**config.mk**
```make
export PLATFORM = sky130hd
export DESIGN_NAME = trap_sequencer
export DESIGN_NICKNAME = d
export VERILOG_FILES = /design/src/rtl/mapper_pkg.sv /design/src/rtl/m1_fetch_detect.sv /design/src/rtl/trap_sequencer.sv
export SDC_FILE = /design/constraint.sdc
export NUM_CORES = 1
export LEC_CHECK = 0
export BUFFER_PORTS_ARGS = -buffer_cell sky130_fd_sc_hd__buf_2
export CAP_MARGIN = 40
export CORE_MARGIN = 5
export CORE_UTILIZATION = 30
export DETAILED_ROUTE_END_ITERATION = 10
export PLACE_DENSITY = 0.44
export SLEW_MARGIN = 20
export SYNTH_ARGS = -nofsm -noshare
export SYNTH_HDL_FRONTEND = slang
export SYNTH_SLANG_ARGS = --single-unit
```
**constraint.sdc**
```tcl
create_clock -name i_clk -period 2.6 [get_ports i_clk]
set_input_delay 0 -clock i_clk [delete_from_list [all_inputs] [get_ports i_clk]]
set_output_delay 0 -clock i_clk [all_outputs]
set_load 0.02 [all_outputs]
```
**src/rtl/mapper_pkg.sv**
```systemverilog
// ----------------------------------------------------------------------------
// mapper_pkg
// Shared definitions for the MegaMapper virtualization trap logic.
//   state_t          : trap sequencer FSM encoding (also exported on o_state)
//   NMI_LEN_DEFAULT  : clocks the NMI line is held low per trap
//   ACK_MAX_DEFAULT  : clocks to wait for the NMI acknowledge fetch
//   EXIT_PORT_*      : mapper low-address match for the trap-exit port (3'b11x)
//   is_guest()       : states in which the CPU is still running guest code
// ----------------------------------------------------------------------------
package mapper_pkg;

  typedef enum logic [2:0] {
    ST_IDLE = 3'd0,
    ST_ARM  = 3'd1,
    ST_VIRT = 3'd2,
    ST_CAPT = 3'd3,
    ST_NMI  = 3'd4,
    ST_ACK  = 3'd5,
    ST_TRAP = 3'd6
  } state_t;

  localparam int NMI_LEN_DEFAULT = 4;
  localparam int ACK_MAX_DEFAULT = 255;

  // The exit port decodes as lo_addr = 3'b11x; the decode itself lives in the
  // mapper I/O block, which presents the result as exit_wr.
  localparam logic [2:0] EXIT_PORT_ADDR = 3'b110;
  localparam logic [2:0] EXIT_PORT_MASK = 3'b110;

  // Guest code keeps executing (translated) until the NMI acknowledge fetch,
  // so the capture/NMI/ack-wait states still count as guest mode.
  function automatic logic is_guest(input state_t s);
    return (s == ST_VIRT) || (s == ST_CAPT) || (s == ST_NMI) || (s == ST_ACK);
  endfunction

endpackage

```
**src/rtl/m1_fetch_detect.sv**
```systemverilog
// ----------------------------------------------------------------------------
// m1_fetch_detect
// Registered opcode-fetch detector. Emits a one-clock o_fetch_start pulse the
// clock after the first sample of M1+MREQ within an M1 cycle.
//   i_clk, i_reset          : CPU clock, asynchronous active-high reset
//   i_m1_n, i_mreq_n, i_iorq_n : Z80 strobes
//   o_fetch_start           : one-clock pulse per opcode fetch
// ----------------------------------------------------------------------------
module m1_fetch_detect (
  input  logic i_clk,
  input  logic i_reset,
  input  logic i_m1_n,
  input  logic i_mreq_n,
  input  logic i_iorq_n,
  output logic o_fetch_start
);

  logic r_armed;
  logic r_fetch_start;

  always_ff @(posedge i_clk or posedge i_reset) begin
    if (i_reset) begin
      r_armed       <= 1'b1;
      r_fetch_start <= 1'b0;
    end else begin
      r_fetch_start <= 1'b0;
      if (i_m1_n) begin
        r_armed <= 1'b1;
      end else if (r_armed && (!i_mreq_n || !i_iorq_n)) begin
        // An interrupt-acknowledge M1 (IORQ low) consumes the arm silently.
        r_armed       <= 1'b0;
        r_fetch_start <= !i_mreq_n && i_iorq_n;
      end
    end
  end

  assign o_fetch_start = r_fetch_start;

endmodule

```
**src/rtl/trap_sequencer.sv**
```systemverilog
// ----------------------------------------------------------------------------
// trap_sequencer
// Clocked controller for the MegaMapper virtualization trap sequence. Tracks
// host (trap) vs guest (virtual) execution, gates address translation, and on
// a guest I/O violation captures the address and raises an NMI.
//   i_clk, i_reset       : Z80 clock, asynchronous active-high reset
//   i_m1_n/i_mreq_n/i_iorq_n : Z80 strobes
//   i_virtual_enable     : control bit 0, low forces IDLE
//   i_force_irq          : control bit 1, drives irq_n in trap mode
//   i_irq_sys_n          : system interrupt, passed through in guest mode
//   i_io_violation       : guest touched a protected port (valid with IORQ low)
//   i_exit_wr            : level write to trap-exit port (rising edge used)
//   i_last_isr_jmp       : previous opcode was a jump
//   o_nmi_n              : registered NMI to CPU
//   o_irq_n              : maskable interrupt to CPU
//   o_trap_state         : 1 = host/trap mode
//   o_translate_addr     : registered address translation enable
//   o_capture_address    : one-clock strobe to latch the violating address
//   o_violation_flag     : sticky trap cause
//   o_state              : current FSM state
// ----------------------------------------------------------------------------
module trap_sequencer
  import mapper_pkg::*;
#(
  parameter int NMI_LEN = NMI_LEN_DEFAULT,
  parameter int ACK_MAX = ACK_MAX_DEFAULT
) (
  input  logic       i_clk,
  input  logic       i_reset,
  input  logic       i_m1_n,
  input  logic       i_mreq_n,
  input  logic       i_iorq_n,
  input  logic       i_virtual_enable,
  input  logic       i_force_irq,
  input  logic       i_irq_sys_n,
  input  logic       i_io_violation,
  input  logic       i_exit_wr,
  input  logic       i_last_isr_jmp,
  output logic       o_nmi_n,
  output logic       o_irq_n,
  output logic       o_trap_state,
  output logic       o_translate_addr,
  output logic       o_capture_address,
  output logic       o_violation_flag,
  output logic [2:0] o_state
);

  localparam int CNT_MAX = (NMI_LEN > ACK_MAX) ? NMI_LEN : ACK_MAX;
  localparam int CNT_W   = $clog2(CNT_MAX + 1);
  typedef logic [CNT_W-1:0] cnt_t;
  localparam cnt_t NMI_LOAD = cnt_t'(NMI_LEN);
  localparam cnt_t ACK_LOAD = cnt_t'(ACK_MAX);
  localparam cnt_t CNT_ONE  = cnt_t'(1);

  state_t r_state, w_state_next;
  cnt_t   r_nmi_cnt, w_nmi_cnt_next;
  cnt_t   r_ack_cnt, w_ack_cnt_next;
  logic   r_nmi_n;
  logic   r_trap_state;
  logic   r_translate;
  logic   r_violation, w_violation_next;
  logic   r_exit_wr_d;
  logic   w_exit_rise;
  logic   w_fetch_start;
  logic   w_guest_next;

  m1_fetch_detect u_fetch (
    .i_clk        (i_clk),
    .i_reset      (i_reset),
    .i_m1_n       (i_m1_n),
    .i_mreq_n     (i_mreq_n),
    .i_iorq_n     (i_iorq_n),
    .o_fetch_start(w_fetch_start)
  );

  // Only the rising edge of the level exit strobe re-arms, so a held write
  // arms exactly once.
  assign w_exit_rise = i_exit_wr && !r_exit_wr_d;

  always_comb begin
    w_state_next = r_state;
    case (r_state)
      ST_IDLE: if (w_exit_rise) w_state_next = ST_ARM;
      ST_ARM:  if (w_fetch_start && i_last_isr_jmp) w_state_next = ST_VIRT;
      ST_VIRT: if (i_io_violation && !i_iorq_n) w_state_next = ST_CAPT;
      ST_CAPT: w_state_next = ST_NMI;
      ST_NMI: begin
        if (w_fetch_start)               w_state_next = ST_TRAP;
        else if (r_nmi_cnt <= CNT_ONE)   w_state_next = ST_ACK;
      end
      ST_ACK:  if (w_fetch_start || r_ack_cnt <= CNT_ONE) w_state_next = ST_TRAP;
      ST_TRAP: if (w_exit_rise) w_state_next = ST_ARM;
      default: w_state_next = ST_IDLE;
    endcase
    // Disabling virtualization overrides everything, including a violation.
    if (!i_virtual_enable) w_state_next = ST_IDLE;

    // The NMI counter keeps running after an early ack so the pulse always
    // completes its full length; nmi_n follows it.
    w_nmi_cnt_next = (r_nmi_cnt != '0) ? r_nmi_cnt - CNT_ONE : '0;
    if (r_state == ST_CAPT && w_state_next == ST_NMI) w_nmi_cnt_next = NMI_LOAD;

    w_ack_cnt_next = (r_ack_cnt != '0) ? r_ack_cnt - CNT_ONE : '0;
    if (r_state != ST_ACK && w_state_next == ST_ACK) w_ack_cnt_next = ACK_LOAD;

    w_violation_next = r_violation;
    if (r_state == ST_CAPT) w_violation_next = 1'b1;
    if (r_state == ST_TRAP && w_state_next == ST_ARM) w_violation_next = 1'b0;

    w_guest_next = is_guest(w_state_next);
  end

  always_ff @(posedge i_clk or posedge i_reset) begin
    if (i_reset) begin
      r_state      <= ST_IDLE;
      r_nmi_cnt    <= '0;
      r_ack_cnt    <= '0;
      r_nmi_n      <= 1'b1;
      r_trap_state <= 1'b1;
      r_translate  <= 1'b0;
      r_violation  <= 1'b0;
      r_exit_wr_d  <= 1'b0;
    end else begin
      r_state      <= w_state_next;
      r_nmi_cnt    <= w_nmi_cnt_next;
      r_ack_cnt    <= w_ack_cnt_next;
      r_nmi_n      <= (w_nmi_cnt_next == '0);
      r_trap_state <= !w_guest_next;
      r_translate  <= w_guest_next;
      r_violation  <= w_violation_next;
      r_exit_wr_d  <= i_exit_wr;
    end
  end

  assign o_nmi_n           = r_nmi_n;
  assign o_irq_n           = r_trap_state ? !i_force_irq : i_irq_sys_n;
  assign o_trap_state      = r_trap_state;
  assign o_translate_addr  = r_translate;
  assign o_capture_address = (r_state == ST_CAPT);
  assign o_violation_flag  = r_violation;
  assign o_state           = r_state;

endmodule

```
==> flow_summary.ini, run 1 <==
[clocking]
cts-root-buf = clkbuf_8
cts_resized = 0
htree_levels = 1
clock_latency_ns = 0.27
cts.sinks = 26
cts.clk_slew.worst_paths_ns = 0.09
cts-buffers-inserted = 3
clockBufferDepth = 2
cts_tree = built

[global_routing]
grt_overflow_total = 0
grt_pass1_vias = 1156
grt_pass1_wl_mm = 5.49
grt.total_usage_pct = 10.8
grt_max_degree = 16
antenna_found_initial = 0

[sta]
final.setup.tns_ns = 0
timing.final.ws_setup_ns = 0.458
worstMarginPinSlew_ns = 0.523
final_hold_viol_count = 0
slew_viol_final = 0
setup_viol = 0
fmaxAchievable_ghz = 0.467
maxSlewHeadroom_pct = 64.8
rsz0062_at_grt = false
min_period_ns = 2.14
fin_crit_sh_pct = 82.4
finClkSkew_ns = 0.00909

[pwr]
p_leak_nw = 0.753
total_power_mw = 1.48
ir_worst_vdd_uv = 340
power_density_nw_per_um2 = 857

[setup_path]
cp.arrival_ns = 2.33
cp-end-kind = flip-flop
worstPathMaxFanout = 8
startpoint_type = flip-flop
critPathKind = flip-flop to flip-flop
cp-startpoint = r_ack_cnt[0]
worstPathRequired_ns = 2.79
r2r_start = r_ack_cnt[0]

[route]
postRouteAntennaNets = 0
vias = 1156
drc = 0
vias_per_cell = 4.96
wl_per_cell_um = 13.0
first_pass_iters = 4
drt-total-wl_mm = 3.03
drt_first_iter_violations = 10

[yosys]
ys_ff_latch = 26
syn_inst = 151
ys_warn_count = 0
synth.cell_area_um2 = 1420
yosysSeqAreaShare_pct = 46.0
ys_types = 37
synth_top_area_share_pct = 40.5
syn-num-nets = 167
synth_area_leaders = dfrtp_1 (40%), dfstp_2 (5.5%), nor2_1 (5.0%), ha_1 (4.4%), nand2_1 (4.0%)
avgSynthCellArea_um2 = 9.41
yosysTopAreaCell = dfrtp_1
synthFlopType = dfrtp_1
async_reset_ff_share_pct = 100
synth_edf_count = 0

[floorplan]
pin_count = 20
fp.coreArea_um2 = 4660
dieWidth_um = 78.8
row_count = 25
start_util_pct = 30.5
die_h_um = 78.8
dieArea_um2 = 6210

[placement]
dp_cells = 222
place.detailed.hpwl_mm = 2.35
port_buffers = 19
gp_congestion = 0.848
pre_cts_slack_ns = 0.467

[final_layout]
final_nets = 196
area_delta_synth_final_pct = 21.7
finalNonFillerCells = 233
final_core_utilization_pct = 37.1
insertedDiodeCount = 0
drive_gt1_share_pct = 16.8

[run_status]
status = finished clean

[job]
drv_cap = 0

[hold_path]
hold_path.class = primary input to asynchronous set/reset pin
worst paths after layout:
kind	endpoint	slack [ns]	depth (start not counted)
hold / removal	r_nmi_cnt[3]	0.29	3
max in group asynchronous	u_fetch.r_armed	1.76	4
setup reg to reg	r_ack_cnt[2]	0.46	7
setup / recovery	r_ack_cnt[2]	0.46	7
hold reg to reg	r_ack_cnt[6]	0.54	2
min in group i_clk	o_irq_n	0.29	3
final cells by class:
type	instances	area (µm²)
clock buffers	3	41.3
flip-flops and latches	26	654
clock inverters	1	30.0
inverters	7	26.3
fillers	468	2930
multi-input cells	115	729
repair buffers	27	180
well taps	54	67.6
layout by cell type, fill, tap and decap left out, drive strengths merged, types with 4 or more instances in the layout:
cell | netlist | final
a21oi | 7 | 7
dfrtp | 23 | 23
xor2 | 5 | 5
nand3 | 4 | 4
nand2 | 15 | 15
o21ai | 11 | 11
buf | 0 | 20
nor3 | 8 | 8
inv | 7 | 7
nor2b | 4 | 4
dlygate4sd3 | 0 | 7
xnor2 | 5 | 5
ha | 5 | 5
nor2 | 19 | 19
state kept, by name, summed over array words and instances, names as in the netlist:
register               cells
o_trap_state               1
r_ack_cnt                  8
o_state                    3
o_violation_flag           1
o_nmi_n                    1
u_fetch.o_fetch_start      1
r_exit_wr_d                1
u_fetch.r_armed            1
r_nmi_cnt                  8
o_translate_addr           1
cell families after synthesis:
family          Yosys count  synth area share [%]
xor+xnor                 10                  6.16
mux                       2                  1.41
buf+inv                  10                  2.64
simple gates             66                  23.1
compound gates           32                  16.3
fa+ha+maj                 5                  4.40
flops                    26                  46.0
per-stage QoR:
stage               instance area (µm²)  hold WS, ns
floorplan                          1420       0.0314
global placement                   1570        0.123
detailed placement                 1590       0.0538
CTS                                1730        0.292
global route                       1730        0.310
finish                             1730        0.285
report_power, final:
group / switching [mW] / internal (mW) / total (mW) / leakage, nW
clock network: 0.123 / 0.206 / 0.329 / 0.0357
registers: 0.146 / 0.529 / 0.675 / 0.309
logic: 0.258 / 0.220 / 0.479 / 0.409
what timing repair did:
action / in CTS / in global routing
endpoints found under the setup margin: 0 / 0
setup buffers: 0 / 0
endpoints found under the hold margin: 13 / 0
hold buffers: 7 / 0
critical path, stage by stage (launching register included):
cell	delay, ns
dfrtp_1	0.43
inv_1	0.08
ha_1	0.26
or2_0	0.21
a31o_1	0.25
a221oi_4	0.37
o2111ai_2	0.28
o21ai_0	0.17
cell usage after synthesis, drive strengths merged (2+ instances only):
library cell / instances
a21oi: 7
a31o: 2
and2: 3
clkbuf: 3
dfrtp: 23
dfstp: 3
ha: 5
inv: 7
mux2i: 2
nand2: 15
nand3: 4
nand3b: 2
nor2: 19
nor2b: 4
nor3: 8
nor3b: 2
nor4: 3
nor4b: 3
o2111ai: 2
o21ai: 11
o31ai: 2
xnor2: 5
xor2: 5
layer usage:
layer | vias to the layer above | wire (µm) | global-route usage (%)
met5 | - | 0 | 0
met4 | 0 | 19 | 2.06
met2 | 9 | 1480 | 17.4
met1 | 554 | 1460 | 14.8
met3 | 2 | 72 | 2.72
li1 | 591 | - | -
Note: power is estimated with default switching activity, not from simulation.
==> run 2: changes to the inputs <==
- clock period: 2.6 -> 2.1 ns (I/O delays scaled with it)
==> flow_summary.ini, run 2 (synthesis results as in run 1) <==
[floorplan]
dieArea_um2 = 6210
pin_count = 20
row_count = 25
fp.coreArea_um2 = 4660
start_util_pct = 30.5
dieWidth_um = 78.8
die_h_um = 78.8

[setup_path]
slowest_stage = dfrtp_1
cp_top_family = compound AO/OA/AOI/OAI gates
max_stage_delay_ns = 0.39
cp-end-kind = flip-flop
path_cells = inv_1 -> ha_1 -> or2_0 -> a31o_1 -> a221oi_4 -> xor2_1 -> and2_1
critPathKind = flip-flop to flip-flop
worstPathRequired_ns = 2.31
cp.arrival_ns = 2.16
worstPathMaxFanout = 4
startpoint_type = flip-flop
path_buf_inv = 1

[sta]
rsz0062_at_grt = false
worstMarginPinSlew_ns = 0.496
finClkSkew_ns = 0.00116
hold_slack_ns = 0.281
slew_viol_final = 0
final_hold_viol_count = 0
maxSlewHeadroom_pct = 66.7
setup_viol = 0
final.setup.tns_ns = 0
timing.final.ws_setup_ns = 0.151
min_period_ns = 1.95
fin_crit_sh_pct = 92.8
fmaxAchievable_ghz = 0.513

[global_routing]
antenna_found_initial = 0
grt_overflow_total = 0
grt_max_degree = 27
grt.total_usage_pct = 11.4
grt_pass1_vias = 1227
grt_pass1_wl_mm = 5.77

[clocking]
htree_levels = 1
cts.sinks = 26
cts_tree = built
clock_latency_ns = 0.26
clockBufferDepth = 2
cts.clk_slew.worst_paths_ns = 0.09
cts-root-buf = clkbuf_8
cts-buffers-inserted = 3

[route]
postRouteAntennaNets = 0
vias = 1197
drc = 0
drt_first_iter_violations = 35
vias_per_cell = 5.05
drt-total-wl_mm = 3.26
wl_per_cell_um = 13.7
first_pass_iters = 4

[placement]
dp_cells = 224
port_buffers = 19
place.detailed.hpwl_mm = 2.43
post_dp_cell_area_um2 = 1600
pre_cts_slack_ns = 0.0393
gp_congestion = 0.815

[pwr]
clockPowerShare_pct = 16.3
power.share.combinational_pct = 35.8
ir_worst_vdd_uv = 417
total_power_mw = 1.75
p_leak_nw = 0.759
p_sw_mw = 0.669
p_int_mw = 1.08
power_density_nw_per_um2 = 1010
sequentialPowerShare_pct = 48.0
swShare_pct = 38.1

[final_layout]
finalInstanceArea_um2 = 1740
drive_gt1_share_pct = 18.0
mostFrequentLayoutCell = dfrtp_1
final_cell_mix = dfrtp_1 (23), nor2_1 (19), buf_2 (19)
area_delta_synth_final_pct = 22.2
insertedDiodeCount = 0
final_core_utilization_pct = 37.3
finalNonFillerCells = 237
final_nets = 200

[run_status]
status = finished clean

[hold_path]
hold_path.class = primary input to output port

[job]
drv_cap = 0
## run 2: changes by cell type in the layout (fill, tap and decap cells not counted), sizes merged
cell	previous run	this run
buf	20	24
clkbuf	3	4
bufinv	1	0
## run 2: final timing paths
check / start / endpoint / slack, ns / cells past startpoint
max: r_ack_cnt[1] / o_translate_addr / 0.15 / 7
min: i_force_irq / o_irq_n / 0.28 / 3
max reg2reg: r_ack_cnt[1] / o_translate_addr / 0.15 / 7
min reg2reg: o_violation_flag / o_violation_flag / 0.55 / 2
max in group asynchronous: i_reset / u_fetch.r_armed / 1.48 / 4
min in group asynchronous: i_reset / r_nmi_cnt[3] / 0.32 / 4
## run 2: area by class of cell
type                            instances  area, µm²
Clock buffer                            4       45.0
Timing Repair Buffer                   31        203
Inverter                                7       26.3
Sequential cell                        26        654
Tap cell                               54       67.6
Multi-Input combinational cell        115        741
Fill cell                             483       2920
## run 2: timing repair
action / 4_1_cts / 5_1_grt
hold buffers: 7 / 0
buffers inserted: 0 / 2
gates resized for setup: 0 / 4
setup endpoints to repair: 0 / 10
hold endpoints to repair: 27 / 0
## run 2: power by group through the flow
stage / registers (mW) / logic, mW / clock network [mW]
final: 0.841 / 0.627 / 0.285
after global routing: 0.866 / 0.716 / 0.327
after CTS: 0.839 / 0.625 / 0.313
after detailed placement: 0.849 / 0.609 / 0
after global placement: 0.839 / 0.598 / 0
after floorplan: 0.802 / 0.469 / 0
## run 2: worst reg2reg max path, cell delays in order, from the launching register on
cell      delay [ns]
dfrtp_1         0.39
inv_1           0.09
ha_1            0.17
or2_0           0.21
a31o_1          0.26
a221oi_4        0.39
xor2_1          0.24
and2_1          0.15
## run 2: metal layers
metal	GRT usage, %	share of wire (%)	up-vias
li1	-	-	599
met1	14.5	47	581
met2	19.9	50	15
met3	2.72	2.7	2
met4	2.06	0.58	0
met5	0	0	-
==> run 3: changes to the inputs <==
- PLACE_DENSITY: 0.44 -> 0.59
==> flow_summary.ini, run 3 (synthesis results as in run 1) <==
[clocking]
htree_levels = 1
cts.clk_slew.worst_paths_ns = 0.10
clockBufferDepth = 2
cts.sinks = 26
cts-buffers-inserted = 3
cts_tree = built
clock_latency_ns = 0.27
cts-root-buf = clkbuf_8

[sta]
min_period_ns = 1.95
worstMarginPinSlew_ns = 0.538
maxSlewHeadroom_pct = 63.9
timing.final.ws_setup_ns = 0.151
hold_slack_ns = 0.278
fmaxAchievable_ghz = 0.513
setup_viol = 0
final_hold_viol_count = 0
fin_crit_sh_pct = 92.8
finClkSkew_ns = 0.00582
slew_viol_final = 0

[final_layout]
area_delta_synth_final_pct = 24.6
final_cell_mix = dfrtp_1 (23), nor2_1 (19), buf_2 (19)
final_nets = 201
finalInstanceArea_um2 = 1770
mostFrequentLayoutCell = dfrtp_1
drive_gt1_share_pct = 19.0
final_core_utilization_pct = 38.0
insertedDiodeCount = 0

[setup_path]
cp-startpoint = r_ack_cnt[1]
endpoint = r_ack_cnt[0]
worstPathRequired_ns = 2.30
r2r_slack_ns = 0.15
worstPathMaxFanout = 8
cp.arrival_ns = 2.15
startpoint_type = flip-flop
cp-end-kind = flip-flop
r2r_start = r_ack_cnt[1]
r2r_end = r_ack_cnt[0]
r2r.worst_path.cells = 7
critPathKind = flip-flop to flip-flop

[global_routing]
grt_max_degree = 27
grt_pass1_wl_mm = 5.00
antenna_found_initial = 0
grt_overflow_total = 0
grt.total_usage_pct = 10.0
grt_pass1_vias = 1103

[route]
vias = 1160
drc = 0
drt_first_iter_violations = 50
vias_per_cell = 4.87
first_pass_iters = 4
drt-total-wl_mm = 3.04
postRouteAntennaNets = 0
wl_per_cell_um = 12.8

[pwr]
swShare_pct = 36.0
p_leak_nw = 0.778
p_sw_mw = 0.681
power_density_nw_per_um2 = 1070
ir_worst_vdd_uv = 576
total_power_mw = 1.89
power.share.combinational_pct = 33.5
clockPowerShare_pct = 22.2
sequentialPowerShare_pct = 44.2
p_int_mw = 1.21

[floorplan]
dieWidth_um = 78.8
die_h_um = 78.8
row_count = 25
start_util_pct = 30.5
dieArea_um2 = 6210
fp.coreArea_um2 = 4660
pin_count = 20

[placement]
port_buffers = 19
post_dp_cell_area_um2 = 1610
gp_congestion = 0.829
place.detailed.hpwl_mm = 2.09
pre_cts_slack_ns = 0.0727

[hold_path]
hold_path.class = primary input to output port
min_from = i_force_irq

[run_status]
status = finished clean

[job]
drv_cap = 0
-- run 3: cell types whose count changed in the layout (fill, tap and decap cells not counted), sizes merged --
cell | previous run | this run
buf | 24 | 25
clkbuf | 4 | 3
bufinv | 0 | 1
-- run 3: per-layer routing --
metal	wire (µm)	track usage (%)
met3	127	2.83
met1	1440	13.0
met5	0	0
met4	18	1.55
met2	1460	17.0
-- run 3: what timing repair did --
item	in CTS	in global routing
buffers inserted	0	1
hold buffers	7	0
endpoints found under the hold margin	27	0
resized for setup	0	2
setup endpoints to repair	0	8
-- run 3: worst max-delay path, cell delays in order, from the launching register on --
cell       delay [ns]
dfrtp_1          0.39
inv_1            0.09
ha_1             0.17
or2_0            0.21
a31o_1           0.26
a221oi_4         0.39
o2111ai_4        0.23
o21ai_0          0.13
-- run 3: worst min-delay path by stage --
stage | endpoint | slack, ns | cells past startpoint
after detailed placement | r_nmi_cnt[7] | 0.08 | 3
after CTS | o_irq_n | 0.28 | 3
after global placement | r_nmi_cnt[7] | 0.08 | 3
after global routing | o_irq_n | 0.31 | 3
final | o_irq_n | 0.28 | 3
after floorplan | r_exit_wr_d | 0.03 | 0
-- run 3: final cells by class --
class	instances	area, µm²
well taps	54	67.6
repair buffers	32	210
clock buffers	3	41.3
clock inverters	1	30.0
fillers	448	2890
multi-input cells	115	741
flip-flops and latches	26	654
inverters	7	26.3
-- run 3: stage by stage --
step | TNS (ns) | std cells
CTS | 0 | 237
global placement | 0 | 226
finish | 0 | 238
global route | -0.0169 | 238
detailed placement | 0 | 226
floorplan | 0 | 151
-- run 3: power groups by stage --
| stage | Sequential [mW] | Clock (mW) | Combinational (mW) |
|---|---|---|---|
| detailed placement | 0.838 | 0 | 0.609 |
| CTS | 0.836 | 0.433 | 0.632 |
| floorplan | 0.802 | 0 | 0.469 |
| global placement | 0.845 | 0 | 0.604 |
| finish | 0.837 | 0.421 | 0.635 |
| global route | 0.861 | 0.455 | 0.711 |
